--- config.mk ---
export PLATFORM = sky130hd
export DESIGN_NAME = adder_arbiter
export DESIGN_NICKNAME = d
export VERILOG_FILES = /design/src/rtl/adder_arbiter_pkg.sv /design/src/rtl/rr_arb2.sv /design/src/rtl/adder_arbiter.sv
export SDC_FILE = /design/constraint.sdc
export NUM_CORES = 1
export LEC_CHECK = 0
export BUFFER_PORTS_ARGS = -buffer_cell sky130_fd_sc_hd__buf_2
export CAP_MARGIN = 20
export CORE_ASPECT_RATIO = 1.25
export CORE_MARGIN = 3
export CORE_UTILIZATION = 50
export DETAILED_ROUTE_END_ITERATION = 12
export PLACE_DENSITY = 0.79
export SYNTH_ARGS = -nofsm -noshare
export SYNTH_HDL_FRONTEND = slang
export SYNTH_SLANG_ARGS = --single-unit
--- constraint.sdc ---
create_clock -name clk -period 3.35 [get_ports clk]
set_clock_uncertainty 0.05 [all_clocks]
set_input_delay 0.335 -clock clk [delete_from_list [all_inputs] [get_ports clk]]
set_output_delay 0.335 -clock clk [all_outputs]
set_load 0.03 [all_outputs]
--- src/rtl/adder_arbiter_pkg.sv ---
// adder_arbiter_pkg
// Shared constants and types for the two-requester adder arbiter:
//   W_DEF / CW_DEF : default operand width and grant-counter width
//   state_t        : result-slot state (EMPTY / FULL)
//   req_id_t       : requester index
package adder_arbiter_pkg;

   localparam int W_DEF  = 5;
   localparam int CW_DEF = 8;

   typedef enum logic {
      EMPTY = 1'b0,
      FULL  = 1'b1
   } state_t;

   typedef logic req_id_t;

   localparam req_id_t REQ0 = 1'b0;
   localparam req_id_t REQ1 = 1'b1;

endpackage

--- src/rtl/rr_arb2.sv ---
// rr_arb2
// Two-way round-robin grant. A lone valid requester always wins; when both
// are valid the priority pointer decides. The pointer moves to the loser
// after every accepted request and holds otherwise.
// Ports:
//   clk, rst_n   : clock, async active-low reset (pointer -> requester 0)
//   i_valid0/1   : requester valids
//   i_slot_free  : result slot can take a new result this cycle
//   o_grant      : requester currently selected
//   o_accept     : selected requester's operands are taken this cycle
module rr_arb2
   import adder_arbiter_pkg::*;
(
   input  logic    clk,
   input  logic    rst_n,
   input  logic    i_valid0,
   input  logic    i_valid1,
   input  logic    i_slot_free,
   output req_id_t o_grant,
   output logic    o_accept
);

   req_id_t r_prio;
   req_id_t w_grant;
   logic    w_accept;

   always_comb begin
      w_grant = r_prio;
      if (i_valid0 && !i_valid1)
         w_grant = REQ0;
      else if (i_valid1 && !i_valid0)
         w_grant = REQ1;
      w_accept = i_slot_free && ((w_grant == REQ1) ? i_valid1 : i_valid0);
   end

   always_ff @(posedge clk or negedge rst_n) begin
      if (!rst_n)
         r_prio <= REQ0;
      else if (w_accept)
         r_prio <= ~w_grant;
   end

   assign o_grant  = w_grant;
   assign o_accept = w_accept;

endmodule

--- src/rtl/adder_arbiter.sv ---
// adder_arbiter
// Two requesters share one W-bit adder. The round-robin winner's operands
// are summed combinationally and captured in a single result register,
// visible one cycle after the accepting edge. Per-requester saturating
// counters track accepted requests.
// Ports:
//   clk, rst_n                 : clock, async active-low reset
//   reqN_valid/a/b/ready       : requester N handshake and operands (N=0,1)
//   rsp_valid/sum/overflow/id  : held result, carry-out, producing requester
//   rsp_ready                  : consumer takes the result
//   grant_cnt0/1               : saturating accepted-request counts
//
// state | meaning
// EMPTY | result register holds nothing (rsp_valid=0)
// FULL  | result register holds an unconsumed result (rsp_valid=1)
module adder_arbiter
   import adder_arbiter_pkg::*;
#(
   parameter int W  = W_DEF,
   parameter int CW = CW_DEF
) (
   input  logic          clk,
   input  logic          rst_n,
   input  logic          req0_valid,
   input  logic [W-1:0]  req0_a,
   input  logic [W-1:0]  req0_b,
   output logic          req0_ready,
   input  logic          req1_valid,
   input  logic [W-1:0]  req1_a,
   input  logic [W-1:0]  req1_b,
   output logic          req1_ready,
   output logic          rsp_valid,
   output logic [W-1:0]  rsp_sum,
   output logic          rsp_overflow,
   output logic          rsp_id,
   input  logic          rsp_ready,
   output logic [CW-1:0] grant_cnt0,
   output logic [CW-1:0] grant_cnt1
);

   state_t        r_state;
   state_t        w_state_nxt;
   logic [W-1:0]  r_sum;
   logic          r_ovf;
   req_id_t       r_id;
   logic [CW-1:0] r_cnt0;
   logic [CW-1:0] r_cnt1;

   logic          w_slot_free;
   req_id_t       w_grant;
   logic          w_accept;
   logic [W-1:0]  w_a;
   logic [W-1:0]  w_b;
   logic [W:0]    w_sum_full;

   // rst_n gates the slot so no requester sees ready while in reset.
   assign w_slot_free = rst_n && ((r_state == EMPTY) || rsp_ready);

   rr_arb2 u_arb (
      .clk         (clk),
      .rst_n       (rst_n),
      .i_valid0    (req0_valid),
      .i_valid1    (req1_valid),
      .i_slot_free (w_slot_free),
      .o_grant     (w_grant),
      .o_accept    (w_accept)
   );

   assign w_a        = (w_grant == REQ1) ? req1_a : req0_a;
   assign w_b        = (w_grant == REQ1) ? req1_b : req0_b;
   assign w_sum_full = {1'b0, w_a} + {1'b0, w_b};

   always_comb begin
      w_state_nxt = r_state;
      case (r_state)
         EMPTY:   if (w_accept) w_state_nxt = FULL;
         FULL:    if (!w_accept && rsp_ready) w_state_nxt = EMPTY;
         default: w_state_nxt = EMPTY;
      endcase
   end

   always_ff @(posedge clk or negedge rst_n) begin
      if (!rst_n)
         r_state <= EMPTY;
      else
         r_state <= w_state_nxt;
   end

   always_ff @(posedge clk or negedge rst_n) begin
      if (!rst_n) begin
         r_sum <= '0;
         r_ovf <= 1'b0;
         r_id  <= REQ0;
      end else if (w_accept) begin
         r_sum <= w_sum_full[W-1:0];
         r_ovf <= w_sum_full[W];
         r_id  <= w_grant;
      end
   end

   always_ff @(posedge clk or negedge rst_n) begin
      if (!rst_n) begin
         r_cnt0 <= '0;
         r_cnt1 <= '0;
      end else if (w_accept) begin
         if (w_grant == REQ0 && r_cnt0 != '1)
            r_cnt0 <= r_cnt0 + CW'(1);
         if (w_grant == REQ1 && r_cnt1 != '1)
            r_cnt1 <= r_cnt1 + CW'(1);
      end
   end

   assign req0_ready   = w_slot_free && (w_grant == REQ0);
   assign req1_ready   = w_slot_free && (w_grant == REQ1);
   assign rsp_valid    = (r_state == FULL);
   assign rsp_sum      = r_sum;
   assign rsp_overflow = r_ovf;
   assign rsp_id       = r_id;
   assign grant_cnt0   = r_cnt0;
   assign grant_cnt1   = r_cnt1;

endmodule

Word-level counts from Yosys, hierarchy flattened
Index checks and enable logic that the tools add are counted.
{"block": "totals", "regBits": 25, "input_bits": 25, "output_inout_bits": 26, "elab_cells": 37}
{"block": "classes", "n_addsub": 3, "n_eq_ne": 2, "n_mux": 8, "bitwise_logic": 2, "n_reduce_logical": 15}
{"op": "$add A8 B1 Y8 const B", "n": 2}
{"op": "$ne A8 B8 Y1 const B", "n": 2}
{"op": "$mux W5", "n": 2}
{"op": "$logic_and A1 B1 Y1", "n": 9}
{"op": "$add A5 B5 Y6", "n": 1}
{"op": "$mux W1", "n": 5}
{"op": "$reduce_and A2 Y1", "n": 2}
{"op": "$logic_not A1 Y1", "n": 3}
{"op": "$not A1 Y1", "n": 2}
{"op": "$pmux W1 S2", "n": 1}
{"op": "$logic_or A1 B1 Y1", "n": 1}

Longest topological paths before layout
{"block": "depth", "depth_word": 10, "depth_mapped": 11, "depth_no_buf": 10}

Modules after synthesis
Synthesis repeated with hierarchy kept, for this count alone.
{"block": "unflattened", "hier_cells": 135, "area_unflattened_um2": 1433.9}
{"module": "adder_arbiter", "instances": 1, "cells_per_inst": 129, "area_each_um2": 1375.1, "seq_area_each_um2": 600.6}
{"module": "rr_arb2", "instances": 1, "cells_per_inst": 6, "area_each_um2": 58.8, "seq_area_each_um2": 25.0}

Worst setup path after synthesis
Ideal clock, no wire load.
{"block": "synth_timing", "path_kind": "flip-flop to flip-flop", "startpoint": "register u_arb.r_prio", "endpoint": "register r_sum[4], in the netlist rsp_sum[4]", "setup_time_ps": 128, "t_arrival_ps": 2356, "required_ps": 3172, "path_slack_ps": 817, "path_stages_with_launch": 11, "path_buffers": 1, "synth_period_minus_slack_ps": 2533, "cell_sequence": "dfrtp_1 inv_1 o21ai_1 buf_4 mux2_1 ha_1 fa_1 a21o_1 a21oi_1 xor2_1 o21ai_0"}
{"block": "synth_between", "elab_chain_len": 4, "elab_cells_between_ends": 7, "classes_between": "1 x add/sub; 5 x mux; 1 x reduce/logical"}
{"item": "start, declared", "line": "rr_arb2.sv:23", "rtl": "req_id_t r_prio;"}
{"item": "start signal, assigned", "line": "rr_arb2.sv:40", "rtl": "r_prio <= ~w_grant;"}
{"item": "$mux W1 *", "line": "rr_arb2.sv:31", "rtl": "else if (i_valid1 && !i_valid0)"}
{"item": "$mux W1 *", "line": "rr_arb2.sv:29", "rtl": "if (i_valid0 && !i_valid1)"}
{"item": "$mux W5 (tied with other cells)", "line": "adder_arbiter.sv:69", "rtl": "assign w_a = (w_grant == REQ1) ? req1_a : req0_a;"}
{"item": "$add A5 B5 Y6 or $logic_and A1 B1 Y1 (tied branches)", "line": "adder_arbiter.sv:71, rr_arb2.sv:33"}
{"item": "end signal, assigned", "line": "adder_arbiter.sv:95", "rtl": "r_sum <= w_sum_full[W-1:0];"}
{"item": "end, declared", "line": "adder_arbiter.sv:43", "rtl": "logic [W-1:0] r_sum;"}
Mark *: on every way between the ends. The rest lies on a longest branch, timed or not.
A chain may end at the register's enable or synchronous reset.

Worst setup path after layout
Ends and elaborated chain as after synthesis.

==> flow_results.org <==
** Floorplan
- Io pins :: 51
- Die Footprint :: 3730 um2
- Row generation in the floorplan step produced 21 rows.
- Effective utilization at floorplan :: 0.544
- The floorplan step defined a core boundary enclosing 2790 um2.
- The die is 67.5 um tall.
- The die is 55.2 um wide.

** Cells and area
- The library cell used most frequently in the layout, excluding fill and tap cells, is buf_2.
- Most frequent cells in the layout :: 50 x buf_2, 25 x dfrtp_1, 18 x nand2_1
- Layout overhead on the synthesized area :: 20.9%
- 0 antenna diodes ended up in the layout.
- Final net count :: 232
- After filler insertion, the fill cell instance count of the layout stands at 263.
- FF+latch area :: 626 um2
- In the final layout, the multi-input gates occupy 846 um2.
- The finished cells cover 1830 um2.
- Fin cells :: 232
- Proportion of layout cells with a drive suffix above 1 :: 0.374

** Timing
- Setup repair after global routing missed its margin :: no
- Fin Hold WS :: 348 ps
- Timing would allow up to 368 MHz.
- At the pin with the least slew margin, the transition time is 897 ps.
- Setup Total Neg Slack :: 0 ps
- Period utilization :: 0.811
- Min cycle time layout :: 2720 ps
- Hold violation total from the final report :: 0
- Measured against its own limit, the worst slew margin works out to 0.399.
- Setup slack on the critical path of the routed design comes to 634 ps.
- Setup violations remaining at the end of the flow were counted as 0.
- The max-slew violation total from the final report came to 0.

** Logic synthesis
- Post-Synthesis Cell Area :: 1520 um2
- Among all flip-flop cells after synthesis, the most frequent one is dfrtp_1.
- Largest family of logic cells by synthesized area :: multiplexers
- Share of the synthesized area in compound gates (AO/OA/AOI/OAI) :: 0.130
- Count of distinct cell types in the synthesized netlist :: 38
- Number of nets produced by synthesis :: 178
- Share of Yosys cell area claimed by the top area cell type :: 0.413
- Post-synthesis cell count :: 145
- Of the total synthesized cell area, the portion taken by full adders, half adders and majority gates is 0.0710.
- Synth async-reset ratio :: 1.00
- Mapped Avg Cell Area :: 10.4 um2
- Of the total synthesized cell area, the portion taken by XOR and XNOR cells is 0.0289.
- Of the total synthesized cell area, the portion taken by AND, OR, NAND and NOR gates is 0.159.
- For this run, the number of Yosys warnings is 0.
- Cell taking the most area after synthesis :: dfrtp_1
- Multiplexer fraction of the synthesized cell area :: 0.170
- Flip-flop and latch count after synthesis :: 25
- Sorting the synthesized cells by area gives the leading types as dfrtp_1 41%, mux2_2 8.9%, mux2_1 7.4%, ha_1 5.8%, nand2_1 4.5%.
- The share of the Yosys chip area taken by registers is 0.413.
- In this run, synthesis inferred 0 flip-flops with an integrated enable.

** Routing
- Detailed-route wire length per cell :: 13.8 um
- Initial detailed-routing violation count :: 25
- Detail Route Antenna Nets :: 0
- In the routed layout, each cell is associated on average with a via count of 5.57.
- The first detailed-routing pass took 4 iterations.
- Drt total wl :: 3200 um
- DRC violations left :: 0
- DR vias :: 1292

** Setup path
- STA puts the critical path data required time at 3470 ps.
- Arrival @ worst endpoint :: 2840 ps
- STA classifies the critical path endpoint as a flop.
- Biggest fanout along the worst timing path :: 10
- By startpoint and endpoint, the worst setup path is classified as reg2reg.
- Kind of start point of the critical path :: flop

** GRT
- Number of antenna violations at the first check in global routing :: 0
- Global-route wire length before repair :: 5550 um
- Pin count of the biggest net entering global routing :: 19
- In the global route stage, overall resource usage came out at 0.185.
- The via count of the first global-routing pass was 1274.
- After global routing the overflow that remains totals 0.

** Power
- Worst ir drop on vdd :: 0.487 mV
- P_sw :: 0.545 mW
- Of the total power, the share spent switching nets is 0.458.
- In this run the power density over the cells is 649 nW/um2.
- The share of total power dissipated in combinational logic is 0.475.
- The internal portion of the total power is 0.644 mW.
- Of the total power, the clock network draws 0.110.
- Static Leak :: 0.890 nW
- Part of the power in registers :: 0.415

** Run
- Count of maximum capacitance violations :: 0

** Place
- Port buffer count :: 50
- The congestion estimate from routability-driven global placement came to 0.862.
- Detailed placement ended at an HPWL of 2580 um.
- The number of placed instances, taps included, is 227.
- After detailed placement, the total cell area comes to 1790 um2.
- Prior to clock tree synthesis, the placed netlist has a worst setup slack of 624 ps.

** Clock network
- For this design, the sink count on the clock tree is 25.
- CTS built an H-tree with a depth of 1.
- No sink is reached through more buffers than the 2 on the longest clock path.
- Source-to-sink clock delay at the later pin of the worst-skew pair :: 310 ps
- Clock root buffer :: clkbuf_4
- After clock tree synthesis, the clock-pin slew on the worst setup and hold paths is 130 ps.
- TritonCTS clock tree :: yes
- The number of clock buffers added by TritonCTS is 3.

** Min path
- The min-delay analysis places its worst path in the category in2reg.

** Status
- The flow ran to the end, and the final reports show no timing, DRC or antenna violations.
==> kinds of logic after synthesis <==
group	Yosys count
AND/OR/NAND/NOR	50
AO/OA/AOI/OAI	26
flip-flops	25
multiplexers	23
buffers and inverters	8
adder cells (fa/ha/maj)	8
XOR/XNOR	5
==> through the flow <==
step	util	power, mW
after detailed placement	0.644	1.07
after global placement	0.644	1.05
after global routing	0.658	1.28
final	0.658	1.19
after CTS	0.658	1.20
after floorplan	-	0.890
==> synth_stat cells (2+ instances only) <==
| cell | number |
|---|---|
| dfrtp_1 | 25 |
| nand2_1 | 18 |
| mux2_2 | 12 |
| nor2_1 | 11 |
| mux2_1 | 10 |
| ha_1 | 7 |
| o21ai_0 | 7 |
| nand4_1 | 6 |
| nand3_1 | 5 |
| xor2_1 | 4 |
| a21oi_1 | 3 |
| and3_1 | 3 |
| inv_1 | 3 |
| a211oi_1 | 2 |
| a21o_1 | 2 |
| buf_2 | 2 |
| nor3_1 | 2 |
| o211ai_1 | 2 |
| o21ai_1 | 2 |
==> area by class of cell <==
type	count	share of cell area
clock buffers	3	0.0123
clock inverters	1	0.00273
inverters	4	0.00820
multi-input cells	112	0.462
flip-flops and latches	25	0.342
well taps	34	0.0232
repair buffers	53	0.150
==> critical path: stages, from the launching register on <==
cell     delay [ps]
dfrtp_1         470
inv_1            80
o21ai_1         190
buf_4           220
mux2_1          340
ha_1            240
fa_1            410
a21o_1          170
a21oi_1         170
xor2_1          150
o21ai_0          90
==> routing by layer <==
layer  global-route usage  share of wire
met1                0.208           0.42
met2                0.351           0.52
met3               0.0344          0.049
met4               0.0699          0.012
met5                    0              0
==> power groups by stage <==
stage | clock [mW] | sequential (mW) | combinational (mW)
floorplan | 0 | 0.664 | 0.226
global placement | 0 | 0.492 | 0.555
detailed placement | 0 | 0.500 | 0.571
CTS | 0.136 | 0.494 | 0.573
global route | 0.148 | 0.511 | 0.617
finish | 0.131 | 0.494 | 0.564
==> state kept, by name, summed over array words and instances (netlist names) <==
register / cells
rsp_sum: 5
u_arb.r_prio: 1
rsp_overflow: 1
rsp_id: 1
rsp_valid: 1
grant_cnt0: 8
grant_cnt1: 8
==> worst paths after layout <==
kind / start / cells past startpoint / slack, ps / to
min: req1_valid / 3 / 350 / rsp_id$_DFFE_PN0P_
max in group asynchronous: rst_n / 3 / 2290 / grant_cnt0[1]$_DFFE_PN0P_
min in group asynchronous: rst_n / 2 / 420 / grant_cnt0[5]$_DFFE_PN0P_
min reg2reg: rsp_id$_DFFE_PN0P_ / 2 / 450 / rsp_id$_DFFE_PN0P_
max reg2reg: u_arb.r_prio$_DFFE_PN0P_ / 10 / 630 / rsp_sum[4]$_DFFE_PN0P_
max: u_arb.r_prio$_DFFE_PN0P_ / 10 / 630 / rsp_sum[4]$_DFFE_PN0P_
==> repair_timing <==
action	CTS	global route
resized for setup	0	0
setup buffers	0	0
hold endpoints to repair	15	0
hold buffers	1	0
Note: power is estimated with default switching activity, not from simulation.
